`src/rtl/instr_word_assembler.sv`:
```
// Fetch-stage assembler: collects a head word plus up to MAX_EXT extension words
// and presents one complete instruction per valid/ready transfer.
module instr_word_assembler #(
  parameter int WORD_W  = 16,
  parameter int LEN_LSB = 2,
  parameter int LEN_W   = 2,
  parameter int MAX_EXT = 2,
  parameter int PC_W    = 32
) (
  input  logic                      clk,
  input  logic                      rst,
  input  logic                      flush,
  input  logic [WORD_W-1:0]         word_in,
  input  logic [PC_W-1:0]           word_pc,
  input  logic                      word_valid,
  output logic                      word_ready,
  output logic                      out_valid,
  input  logic                      out_ready,
  output logic [WORD_W-1:0]         out_instr,
  output logic [MAX_EXT*WORD_W-1:0] out_imm,
  output logic [LEN_W-1:0]          out_len,
  output logic [PC_W-1:0]           out_pc,
  output logic                      out_illegal
);

  localparam int IMM_W = MAX_EXT * WORD_W;
  localparam int IDX_W = (MAX_EXT > 1) ? $clog2(MAX_EXT) : 1;
  localparam logic [LEN_W:0] MAX_EXT_C = (LEN_W+1)'(MAX_EXT);
  localparam logic [LEN_W:0] CNT_ONE   = (LEN_W+1)'(1);

  localparam logic [0:0] S_HEAD = 1'b0;
  localparam logic [0:0] S_EXT  = 1'b1;

  logic [0:0]        state;
  logic [LEN_W:0]    ext_cnt;
  logic [IDX_W-1:0]  idx;
  logic [WORD_W-1:0] head_buf;
  logic [PC_W-1:0]   pc_buf;
  logic [IMM_W-1:0]  imm_buf;
  logic [LEN_W-1:0]  len_buf;
  logic              illegal_buf;

  logic              accept;
  logic [LEN_W-1:0]  len_field;
  logic              head_illegal;
  logic [LEN_W-1:0]  head_eff_len;
  logic [IMM_W-1:0]  imm_next;

  assign word_ready = !rst && !flush && (!out_valid || out_ready);
  assign accept     = word_valid && word_ready;

  always_comb begin
    len_field    = word_in[LEN_LSB +: LEN_W];
    head_illegal = ({1'b0, len_field} > MAX_EXT_C);
    head_eff_len = head_illegal ? MAX_EXT_C[LEN_W-1:0] : len_field;
  end

  // Buffer with the current word merged into slot idx, so completion can load
  // out_imm in the same edge as the last extension word is captured.
  always_comb begin
    imm_next = imm_buf;
    for (int unsigned i = 0; i < MAX_EXT; i++) begin
      if (idx == IDX_W'(i)) imm_next[i*WORD_W +: WORD_W] = word_in;
    end
  end

  always_ff @(posedge clk) begin
    if (rst) begin
      state       <= S_HEAD;
      ext_cnt     <= '0;
      idx         <= '0;
      head_buf    <= '0;
      pc_buf      <= '0;
      imm_buf     <= '0;
      len_buf     <= '0;
      illegal_buf <= 1'b0;
      out_valid   <= 1'b0;
      out_instr   <= '0;
      out_imm     <= '0;
      out_len     <= '0;
      out_pc      <= '0;
      out_illegal <= 1'b0;
    end else if (flush) begin
      state     <= S_HEAD;
      ext_cnt   <= '0;
      idx       <= '0;
      out_valid <= 1'b0;
    end else begin
      if (out_valid && out_ready) out_valid <= 1'b0;
      if (accept) begin
        if (state == S_HEAD) begin
          head_buf    <= word_in;
          pc_buf      <= word_pc;
          imm_buf     <= '0;
          len_buf     <= head_eff_len;
          illegal_buf <= head_illegal;
          idx         <= '0;
          if (head_eff_len == '0) begin
            ext_cnt     <= '0;
            out_valid   <= 1'b1;
            out_instr   <= word_in;
            out_imm     <= '0;
            out_len     <= '0;
            out_pc      <= word_pc;
            out_illegal <= head_illegal;
          end else begin
            ext_cnt <= {1'b0, head_eff_len};
            state   <= S_EXT;
          end
        end else begin
          imm_buf <= imm_next;
          ext_cnt <= ext_cnt - CNT_ONE;
          idx     <= idx + IDX_W'(1);
          if (ext_cnt == CNT_ONE) begin
            idx         <= '0;
            state       <= S_HEAD;
            out_valid   <= 1'b1;
            out_instr   <= head_buf;
            out_imm     <= imm_next;
            out_len     <= len_buf;
            out_pc      <= pc_buf;
            out_illegal <= illegal_buf;
          end
        end
      end
    end
  end

endmodule

```
`config.mk`:
```
export PLATFORM = sky130hd
export DESIGN_NAME = instr_word_assembler
export DESIGN_NICKNAME = d
export VERILOG_FILES = /design/src/rtl/instr_word_assembler.sv
export SDC_FILE = /design/constraint.sdc
export NUM_CORES = 1
export LEC_CHECK = 0
export BUFFER_PORTS_ARGS = -buffer_cell sky130_fd_sc_hd__clkbuf_2
export CORE_MARGIN = 2
export CORE_UTILIZATION = 35
export DETAILED_ROUTE_END_ITERATION = 7
export PLACE_DENSITY = 0.67
export SYNTH_ARGS = -nofsm -noshare
export SYNTH_HDL_FRONTEND = slang
export SYNTH_SLANG_ARGS = --single-unit
```
`constraint.sdc`:
```
create_clock -name clk -period 2.6 [get_ports clk]
set_input_delay 0.65 -clock clk [delete_from_list [all_inputs] [get_ports clk]]
set_output_delay 0.65 -clock clk [all_outputs]
set_load 0.02 [all_outputs]
```
==> results of run 1 <==
[stage by stage]
| stage | instance area [µm²] | utilization, % | power [µW] | hold WS, ns |
|---|---|---|---|---|
| floorplan | 7109 | - | 2981 | 0.4357 |
| finish | 8539 | 42.48 | 5489 | 0.4491 |
| CTS | 8539 | 42.48 | 5553 | 0.4308 |
| global placement | 7975 | 39.67 | 3109 | 0.4409 |
| global route | 8539 | 42.48 | 5698 | 0.4465 |
| detailed placement | 7975 | 39.67 | 3114 | 0.4458 |
[power by group through the flow]
stage	Combinational, µW	Clock, µW	Sequential (µW)
detailed placement	349	0	2760
global placement	346	0	2760
CTS	350	2500	2710
global route	384	2600	2710
floorplan	203	0	2780
finish	347	2440	2710
[kinds of logic after synthesis]
family	share of synthesized area [%]
simple gates	20.08
compound gates	15.05
flops	48.43
mux	11.26
buf+inv	4.699
fa+ha+maj	0.3519
xor+xnor	0.1232
[critical path: stages, from the launching register on]
cell	delay (ns)
dfxtp_4	0.69
and3b_1	0.29
o2111a_2	0.26
buf_4	0.42
nor2_1	0.08
a211oi_1	0.23
[flip-flops by register name, indices dropped and copies added, names as in the netlist]
signal and count:
imm_buf 32, out_imm 32, out_pc 32, pc_buf 32, head_buf 16, out_instr 16, ext_cnt 3, len_buf 2
out_len 2, idx 1, illegal_buf 1, out_illegal 1, out_valid 1, state 1
[worst min-delay path by stage]
| stage | endpoint | startpoint | depth (start not counted) |
|---|---|---|---|
| 2_1_floorplan | imm_buf[16] | imm_buf[16] | 2 |
| 3_3_place_gp | pc_buf[9] | pc_buf[9] | 2 |
| 3_5_place_dp | imm_buf[31] | imm_buf[31] | 2 |
| 4_1_cts | pc_buf[4] | word_pc[4] | 3 |
| 5_1_grt | pc_buf[3] | word_pc[3] | 3 |
| 6_report | pc_buf[2] | word_pc[2] | 3 |
[routing by layer]
metal  wire, µm  track usage, %  vias to the layer above
met4        317           5.825                        0
met5          0               0                        -
met3        838           4.813                       27
li1           -               -                     3026
met2       8034           26.42                      119
met1       8454           22.05                     2752
[synth_stat cells, drive strengths merged, types with 3 or more instances]
library cell,count
nor2,52
nand2,234
nand3,5
nand2b,3
a21oi,121
clkbuf,35
dfxtp,172
nor2b,32
buf,38
mux2i,80
a211oi,49
nor3,3
[cell type report]
| class | instances | area [µm²] |
|---|---|---|
| Clock buffer | 22 | 474.2 |
| Clock inverter | 9 | 90.09 |
| Fill cell | 2003 | 11560 |
| Inverter | 2 | 7.507 |
| Multi-Input combinational cell | 598 | 3333 |
| Sequential cell | 172 | 3448 |
| Tap cell | 270 | 337.8 |
| Timing Repair Buffer | 150 | 848.3 |
==> impl_metrics.env, run 1 <==
export IMPL_drcViolationCount=0
export IMPL_critical_path_fanouts_max=48
export IMPL_wire_per_inst_um=14.43
export IMPL_antennaDiodeCount=0
export IMPL_grt_overflow=0
export IMPL_yosys_cell_types_count=32
export IMPL_worstSetupStartpoint="state"
export IMPL_ant_nets=0
export IMPL_setup_violations=0
export IMPL_outcome="finished, final reports clean"
export IMPL_timing_max_transition_violations_final=0
export IMPL_crit_arrival_ns=2.42
export IMPL_endpoint_kind="register"
export IMPL_synth_top_cells_by_area="dfxtp_1 48%, nand2_1 12%, mux2i_1 11%, a21oi_1 8.5%, a211oi_1 4.1%"
export IMPL_seq_power_share_pct=49.3
export IMPL_routed_wire_length_um=17640
export IMPL_worst_setup_path_class="register to register"
export IMPL_critical_path_required_ns=2.93
export IMPL_synth_edf_count=0
export IMPL_worst_slack_setup_final_ns=0.5165
export IMPL_portBuffers=137
export IMPL_via_count_of_the_first_global_routing_pass=5635
export IMPL_horizontal_extent_of_the_die_um=146.5
export IMPL_detailed_placer_s_ending_hpwl_um=11190
export IMPL_internal_power_uw=4192
export IMPL_detailedRoute_firstPassIterationCount=4
export IMPL_core_rowCount=52
export IMPL_tns_ns=0
export IMPL_hold_class="input pin to register"
export IMPL_cts_repair_resize_count=0
export IMPL_p_sw_share_pct=23.62
export IMPL_cts_path_max_buffers=2
export IMPL_area_growth_syn_to_layout_pct=20.12
export IMPL_clock_skew_ns=0.008792
export IMPL_yosysSeqAreaShare_pct=48.43
export IMPL_syn_mean_instance_area_um2=8.413
export IMPL_layout_cells_most_common="nand2_1"
export IMPL_yosys_warnings=0
export IMPL_cts_hold_repair_buffers=0
export IMPL_net_switching_power_uw=1296
export IMPL_die_area_um2=21470
export IMPL_drv_max_cap_violation_count=0
export IMPL_cts_made_buffers=17
export IMPL_routed_via_count=5924
export IMPL_setup_reg_to_reg_worst_slack_ns=0.52
export IMPL_synthDominantCellAreaShare_pct=48.43
export IMPL_path_clk_slew_ns=0.07
export IMPL_place_ws_ns=0.4153
export IMPL_postSynthNetCount=900
export IMPL_endpoint="out_pc[24]"
export IMPL_antenna_found_initial=0
export IMPL_syn_cell_area_um2=7109
export IMPL_finalNonFillerCells=1223
export IMPL_clock_tree_htree_level_count=4
export IMPL_max_slew_margin_rel_pct=47.30
export IMPL_via_per_inst=4.844
export IMPL_asyncSetResetFlopFracSynth_pct=0
export IMPL_layout_drive_gt1_share_pct=20.88
export IMPL_share_clk_of_total_power_pct=44.4
export IMPL_core_um2=20100
export IMPL_r2r_start="state"
export IMPL_gp_routability_congestion=0.7410
export IMPL_rsz0062_at_grt="no"
export IMPL_postSynth_topFlopCell="dfxtp_1"
export IMPL_netlist_top_cell_by_area="dfxtp_1"
export IMPL_number_of_setup_buffers_added_after_cts=0
export IMPL_insertion_delay_ns=0.43
export IMPL_net_count_final=996
export IMPL_p_per_area_nw_per_um2=642.8
export IMPL_floorplan_io_pins=138
export IMPL_syn_instance_count=845
export IMPL_layout_cells_most_common_list="234 x nand2_1, 170 x dfxtp_1, 136 x clkbuf_2"
export IMPL_detailedRoute_firstIterationViolations=350
export IMPL_postSynthRegisterBits=172
export IMPL_max_slew_worst_pin_slew_ns=0.7905
export IMPL_place_detailed_instances=1192
export IMPL_clock_sink_count=172
export IMPL_grt_start_max_net_pins=168
export IMPL_initial_core_util_pct=35.36
export IMPL_cts_root_buf="clkbuf_16"
export IMPL_cts_tree="done"
export IMPL_grt_pass1_wl_um=29230
export IMPL_power_frac_comb_pct=6.3
export IMPL_critical_path_reg2reg_endpoint="out_pc[24]"
export IMPL_report_final_hold_viol_count=0
export IMPL_worst_setup_path_start_kind="register"
export IMPL_p_leak_uw=0.002939
export IMPL_global_route_usage_total_pct=16.77
export IMPL_die_h_um=146.5
export IMPL_fmax_mhz=480.0
export IMPL_final_cycle_utilization_of_the_critical_path_pct=80.13
export IMPL_worst_r2r_path_depth=5
export IMPL_max_vdd_ir_drop_v=0.0004790
export IMPL_period_minus_slack_ns=2.083
(Power assumes the default switching activity.)
==> run 2, diff against run 1 <==
--- a/config.mk
+++ b/config.mk
@@ -5,11 +5,12 @@
 export SDC_FILE = /design/constraint.sdc
 export NUM_CORES = 1
 export LEC_CHECK = 0
+export ABC_AREA = 1
 export BUFFER_PORTS_ARGS = -buffer_cell sky130_fd_sc_hd__clkbuf_2
 export CORE_MARGIN = 2
 export CORE_UTILIZATION = 35
 export DETAILED_ROUTE_END_ITERATION = 7
-export PLACE_DENSITY = 0.67
+export PLACE_DENSITY = 0.66
 export SYNTH_ARGS = -nofsm -noshare
 export SYNTH_HDL_FRONTEND = slang
 export SYNTH_SLANG_ARGS = --single-unit
==> constraint.sdc (replaced) <==
create_clock -name clk -period 2.1 [get_ports clk]
set_input_delay 0.525 -clock clk [delete_from_list [all_inputs] [get_ports clk]]
set_output_delay 0.525 -clock clk [all_outputs]
set_load 0.02 [all_outputs]
==> run 2 against run 1 <==
Compared with the run above: die area grew 15%; count of clock-buffer cells in the layout is 2 lower; first-iteration DRC count rose by 39%; total power grew 37%; cell area grew 16%; utilization increased by 0.12 points; clock skew grew 0.0047 ns; sequential cell count is the same; clock power rose by 34%; sequential share of layout area fell by 5.6 points; register-to-register slack hardly changed; global-route usage increased by 1.3 points; critical path type is now register to output port; largest cell class is now multi-input gates.
==> impl_metrics.env, run 2 <==
export IMPL_global_route_usage_total_pct=18.09
export IMPL_via_count_of_the_first_global_routing_pass=7245
export IMPL_synth_top_cells_by_area="dfxtp_1 42%, nor2_1 17%, nand2_1 15%, nand3_1 10%, inv_1 6.5%"
export IMPL_grt_pass1_wl_um=36050
export IMPL_floorplan_io_pins=138
export IMPL_syn_mean_instance_area_um2=6.211
export IMPL_detailed_placer_s_ending_hpwl_um=14590
export IMPL_synth_edf_count=0
export IMPL_max_vdd_ir_drop_v=0.0005789
export IMPL_endpoint="word_ready"
export IMPL_core_rowCount=56
export IMPL_critical_path_fanouts_max=4
export IMPL_worst_setup_path_class="register to output port"
export IMPL_postSynthNetCount=1376
export IMPL_cts_root_buf="clkbuf_16"
export IMPL_cts_made_buffers=17
export IMPL_period_minus_slack_ns=1.808
export IMPL_critical_path_required_ns=1.57
export IMPL_crit_arrival_ns=1.28
export IMPL_syn_cell_area_um2=8205
export IMPL_worst_r2r_path_depth=7
export IMPL_via_per_inst=4.536
export IMPL_tns_ns=0
export IMPL_rsz0062_at_grt="no"
export IMPL_horizontal_extent_of_the_die_um=157.1
export IMPL_antenna_found_initial=0
export IMPL_fmax_mhz=553.0
export IMPL_drcViolationCount=0
export IMPL_synthMostInstantiatedCell="nor2_1"
export IMPL_asyncSetResetFlopFracSynth_pct=0
export IMPL_die_area_um2=24690
export IMPL_gp_routability_congestion=0.7851
export IMPL_layout_cells_most_common="nor2_1"
export IMPL_p_per_area_nw_per_um2=756.9
export IMPL_drv_max_cap_violation_count=0
export IMPL_endpoint_kind="output port"
export IMPL_wire_per_inst_um=12.43
export IMPL_clock_skew_ns=0.01351
export IMPL_detailedRoute_firstIterationViolations=487
export IMPL_netlist_top_cell_by_area="dfxtp_1"
export IMPL_area_growth_syn_to_layout_pct=20.75
export IMPL_report_final_hold_viol_count=0
export IMPL_routed_via_count=7952
export IMPL_die_h_um=157.1
export IMPL_timing_max_transition_violations_final=0
export IMPL_cts_tree="done"
export IMPL_detailedRoute_firstPassIterationCount=5
export IMPL_clock_sink_count=172
export IMPL_setup_violations=0
export IMPL_syn_instance_count=1321
export IMPL_max_slew_worst_pin_slew_ns=0.3789
export IMPL_n_fill_cell=2537
export IMPL_insertion_delay_ns=0.42
export IMPL_layout_drive_gt1_share_pct=14.64
export IMPL_hold_class="input pin to register"
export IMPL_sequential_cell_area_um2=3447
export IMPL_synth_cell_count_leaders="366 x nor2_1, 337 x nand2_1, 172 x dfxtp_1"
export IMPL_layout_cells_most_common_list="365 x nor2_1, 336 x nand2_1, 171 x dfxtp_1"
export IMPL_yosysSeqAreaShare_pct=41.96
export IMPL_final_cycle_utilization_of_the_critical_path_pct=86.12
export IMPL_path_clk_slew_ns=0.07
export IMPL_core_um2=23260
export IMPL_synthDominantCellAreaShare_pct=41.96
export IMPL_routed_wire_length_um=21790
export IMPL_grt_overflow=0
export IMPL_cts_path_max_buffers=2
export IMPL_grt_start_max_net_pins=72
export IMPL_yosys_warnings=0
export IMPL_cts_repair_resize_count=0
export IMPL_portBuffers=137
export IMPL_ant_nets=0
export IMPL_multi_input_comb_area_um2=3777
export IMPL_initial_core_util_pct=35.27
export IMPL_cts_hold_repair_buffers=0
export IMPL_number_of_setup_buffers_added_after_cts=0
export IMPL_max_slew_margin_rel_pct=74.74
export IMPL_postSynthRegisterBits=172
export IMPL_setup_reg_to_reg_worst_slack_ns=0.52
export IMPL_fin_total_pwr_uw=7500
export IMPL_worstSetupStartpoint="out_valid"
export IMPL_antennaDiodeCount=0
export IMPL_r2r_start="state"
export IMPL_worst_setup_path_start_kind="register"
export IMPL_clock_tree_htree_level_count=4
export IMPL_p_leak_uw=0.005172
export IMPL_net_count_final=1476
export IMPL_postSynth_topFlopCell="dfxtp_1"
export IMPL_outcome="finished, final reports clean"
export IMPL_critical_path_reg2reg_endpoint="out_imm[6]"
export IMPL_yosys_cell_types_count=18
-- run 2: cell count changes after synthesis, moves of 39 or more --
cell / change
a211oi_1: -39
a21oi_1: -100
inv_1: +139
mux2i_1: -80
nand2_1: +103
nand3_1: +160
nor2_1: +315
-- run 2: how the worst min path moves through the flow --
stage,from,endpoint,depth (start not counted)
4_1_cts,rst,illegal_buf,2
3_3_place_gp,ext_cnt[1],ext_cnt[1],2
6_report,rst,illegal_buf,2
2_1_floorplan,illegal_buf,illegal_buf,2
3_5_place_dp,head_buf[3],head_buf[3],2
5_1_grt,rst,illegal_buf,2
-- run 2: power breakdown --
group	leakage [µW]	internal, µW	total [µW]	switching [µW]
Combinational	0.00348	294	807	513
Sequential	0.00140	3380	3440	54.6
Clock	0.000294	1860	3260	1400
Total	0.00517	5530	7500	1970
-- run 2: per-layer routing --
layer	global-route usage, %	share of wire (%)	vias to the layer above
met2	30.68	47	209
met1	23.44	46	3537
li1	-	-	4185
met4	4.502	1.6	0
met5	0	0	-
met3	3.882	5.3	21
-- run 2: cell type report --
cell class,count,share of cell area (%)
Multi-Input combinational cell,916,38.12
Sequential cell,172,34.79
Timing Repair Buffer,170,11.44
Inverter,144,5.480
Clock buffer,20,4.609
Tap cell,319,4.028
Clock inverter,12,1.528
-- run 2: stage by stage --
step	setup slack, ns	util [%]	instance area [µm²]	hold slack, ns	std cells
floorplan	0.6222	-	8205	0.4349	1321
global placement	0.2794	39.98	9300	0.4561	1721
detailed placement	0.2075	39.98	9300	0.4607	1721
CTS	0.2734	42.59	9908	0.3662	1753
global route	0.1823	42.59	9908	0.3701	1753
finish	0.2916	42.59	9908	0.3854	1753
-- run 2: logic make-up (layout without fill, tap and decap cells) --
group	Yosys count	after routing	synth area share, %
compound gates	25	25	1.525
fa+ha+maj	2	2	0.3049
buf+inv	233	346	12.18
flops	172	172	41.96
simple gates	889	889	44.02
-- run 2: worst max-delay path: stages, from the launching register on --
cell      delay, ns
dfxtp_1        0.32
nand2_1        0.14
nand2_1        0.13
inv_1          0.09
clkbuf_2       0.18
==> run 3, diff against run 2 <==
--- a/config.mk
+++ b/config.mk
@@ -10,7 +10,7 @@
 export CORE_MARGIN = 2
 export CORE_UTILIZATION = 35
 export DETAILED_ROUTE_END_ITERATION = 7
-export PLACE_DENSITY = 0.66
+export REMOVE_ABC_BUFFERS = 1
 export SYNTH_ARGS = -nofsm -noshare
 export SYNTH_HDL_FRONTEND = slang
 export SYNTH_SLANG_ARGS = --single-unit
==> run 3 against run 2 <==
Compared with the run above: worst hold slack lost 0.0018 ns; utilization shrank 0.51 points; first-iteration DRC count shrank 12%; clock power shrank 3%; worst setup slack gained 0.011 ns; count of clock-buffer cells in the layout shrank 1; sequential power is essentially flat; clock skew shrank 0.0021 ns; cell area shrank 1.2%; critical endpoint unchanged; largest cell class unchanged.
==> impl_metrics.env, run 3 (synthesized netlist as in run 2, its figures left out) <==
export IMPL_timing_max_transition_violations_final=0
export IMPL_initial_core_util_pct=35.27
export IMPL_gp_routability_congestion=0.7528
export IMPL_grt_pass1_wl_um=33980
export IMPL_global_route_usage_total_pct=16.86
export IMPL_share_clk_of_total_power_pct=42.9
export IMPL_die_area_um2=24690
export IMPL_setup_violations=0
export IMPL_drv_max_cap_violation_count=0
export IMPL_power_frac_comb_pct=10.5
export IMPL_final_cycle_utilization_of_the_critical_path_pct=85.58
export IMPL_core_um2=23260
export IMPL_critical_path_fanouts_max=4
export IMPL_drcViolationCount=0
export IMPL_portBuffers=137
export IMPL_max_vdd_ir_drop_v=0.0004453
export IMPL_p_leak_uw=0.005101
export IMPL_cts_repair_resize_count=0
export IMPL_worst_setup_path_start_kind="register"
export IMPL_clock_sink_count=172
export IMPL_detailedRoute_firstIterationViolations=429
export IMPL_antenna_found_initial=0
export IMPL_net_count_final=1468
export IMPL_core_rowCount=56
export IMPL_cts_path_max_buffers=2
export IMPL_wire_per_inst_um=11.64
export IMPL_path_clk_slew_ns=0.06
export IMPL_routed_wire_length_um=20300
export IMPL_layout_cells_most_common="nor2_1"
export IMPL_max_slew_margin_rel_pct=73.28
export IMPL_floorplan_io_pins=138
export IMPL_endpoint_kind="output port"
export IMPL_ant_nets=0
export IMPL_clock_tree_htree_level_count=4
export IMPL_worst_setup_path_class="register to output port"
export IMPL_holdWs_ns=0.3836
export IMPL_internal_power_uw=5453
export IMPL_cts_tree="done"
export IMPL_cts_hold_repair_buffers=0
export IMPL_grt_overflow=0
export IMPL_cts_made_buffers=17
export IMPL_rsz0062_at_grt="no"
export IMPL_fmax_mhz=556.4
export IMPL_seq_power_share_pct=46.6
export IMPL_die_h_um=157.1
export IMPL_layout_cells_most_common_list="365 x nor2_1, 336 x nand2_1, 171 x dfxtp_1"
export IMPL_crit_arrival_ns=1.27
export IMPL_max_slew_worst_pin_slew_ns=0.4008
export IMPL_net_switching_power_uw=1917
export IMPL_setup_reg_to_reg_worst_slack_ns=0.58
export IMPL_outcome="finished, final reports clean"
export IMPL_layout_drive_gt1_share_pct=14.18
export IMPL_detailed_placer_s_ending_hpwl_um=12340
export IMPL_hold_class="input pin to register"
export IMPL_p_sw_share_pct=26.01
export IMPL_insertion_delay_ns=0.42
export IMPL_antennaDiodeCount=0
export IMPL_clock_skew_ns=0.01138
export IMPL_period_minus_slack_ns=1.797
export IMPL_critical_path_required_ns=1.57
export IMPL_detailedRoute_firstPassIterationCount=5
export IMPL_via_per_inst=4.447
export IMPL_p_per_area_nw_per_um2=752.9
export IMPL_cts_root_buf="clkbuf_16"
export IMPL_horizontal_extent_of_the_die_um=157.1
export IMPL_routed_via_count=7756
export IMPL_via_count_of_the_first_global_routing_pass=7083
export IMPL_area_growth_syn_to_layout_pct=19.30
export IMPL_report_final_hold_viol_count=0
export IMPL_final_core_utilization_pct=42.08
export IMPL_grt_start_max_net_pins=71
export IMPL_number_of_setup_buffers_added_after_cts=0
run 3: cell types whose count changed in the layout (fill, tap and decap cells not counted), sizes merged:
cell and change:
clkbuf -1, clkinvlp +2, inv -2, buf -8
run 3: per-stage QoR:
step	worst slack (ns)	total power (µW)	TNS, ns	instance area, µm²	instances
finish	0.3027	7371	0	9789	1744
global route	0.2288	7724	0	9789	1744
CTS	0.2687	7484	0	9789	1744
detailed placement	0.1787	4289	0	9208	1713
global placement	0.2124	4281	0	9208	1713
floorplan	-4.605	4025	-539.43	7746	1232
run 3: worst max-delay path, stage by stage, from the launching register on:
cell and delay, ns:
dfxtp_1 0.31, nand2_1 0.16, nand2_1 0.13, inv_1 0.09, clkbuf_2 0.16
run 3: area by class of cell:
type	instances	area, µm²
Clock buffer	19	442.9
Clock inverter	12	138.9
Fill cell	2538	13470
Inverter	144	543.0
Multi-Input combinational cell	916	3782
Sequential cell	172	3447
Tap cell	319	399.1
Timing Repair Buffer	162	1036
run 3: path summary, 6_finish.rpt:
kind | startpoint | end | cells after the start
max | out_valid | word_ready | 4
min | rst | head_buf[3] | 2
max reg2reg | out_valid | out_imm[15] | 8
min reg2reg | head_buf[3] | head_buf[3] | 2
run 3: power groups by stage:
stage / registers (µW) / clock network (µW) / logic, µW
floorplan: 3560 / 0 / 464
global placement: 3510 / 0 / 774
detailed placement: 3510 / 0 / 778
CTS: 3440 / 3270 / 781
global route: 3450 / 3390 / 890
finish: 3440 / 3160 / 772
run 3: per-layer routing:
| layer | global-route usage [%] | part of all wire (%) |
|---|---|---|
| met2 | 28.99 | 46 |
| met4 | 3.896 | 0.81 |
| met3 | 3.084 | 4.7 |
| met5 | 0 | 0 |
| met1 | 21.97 | 49 |
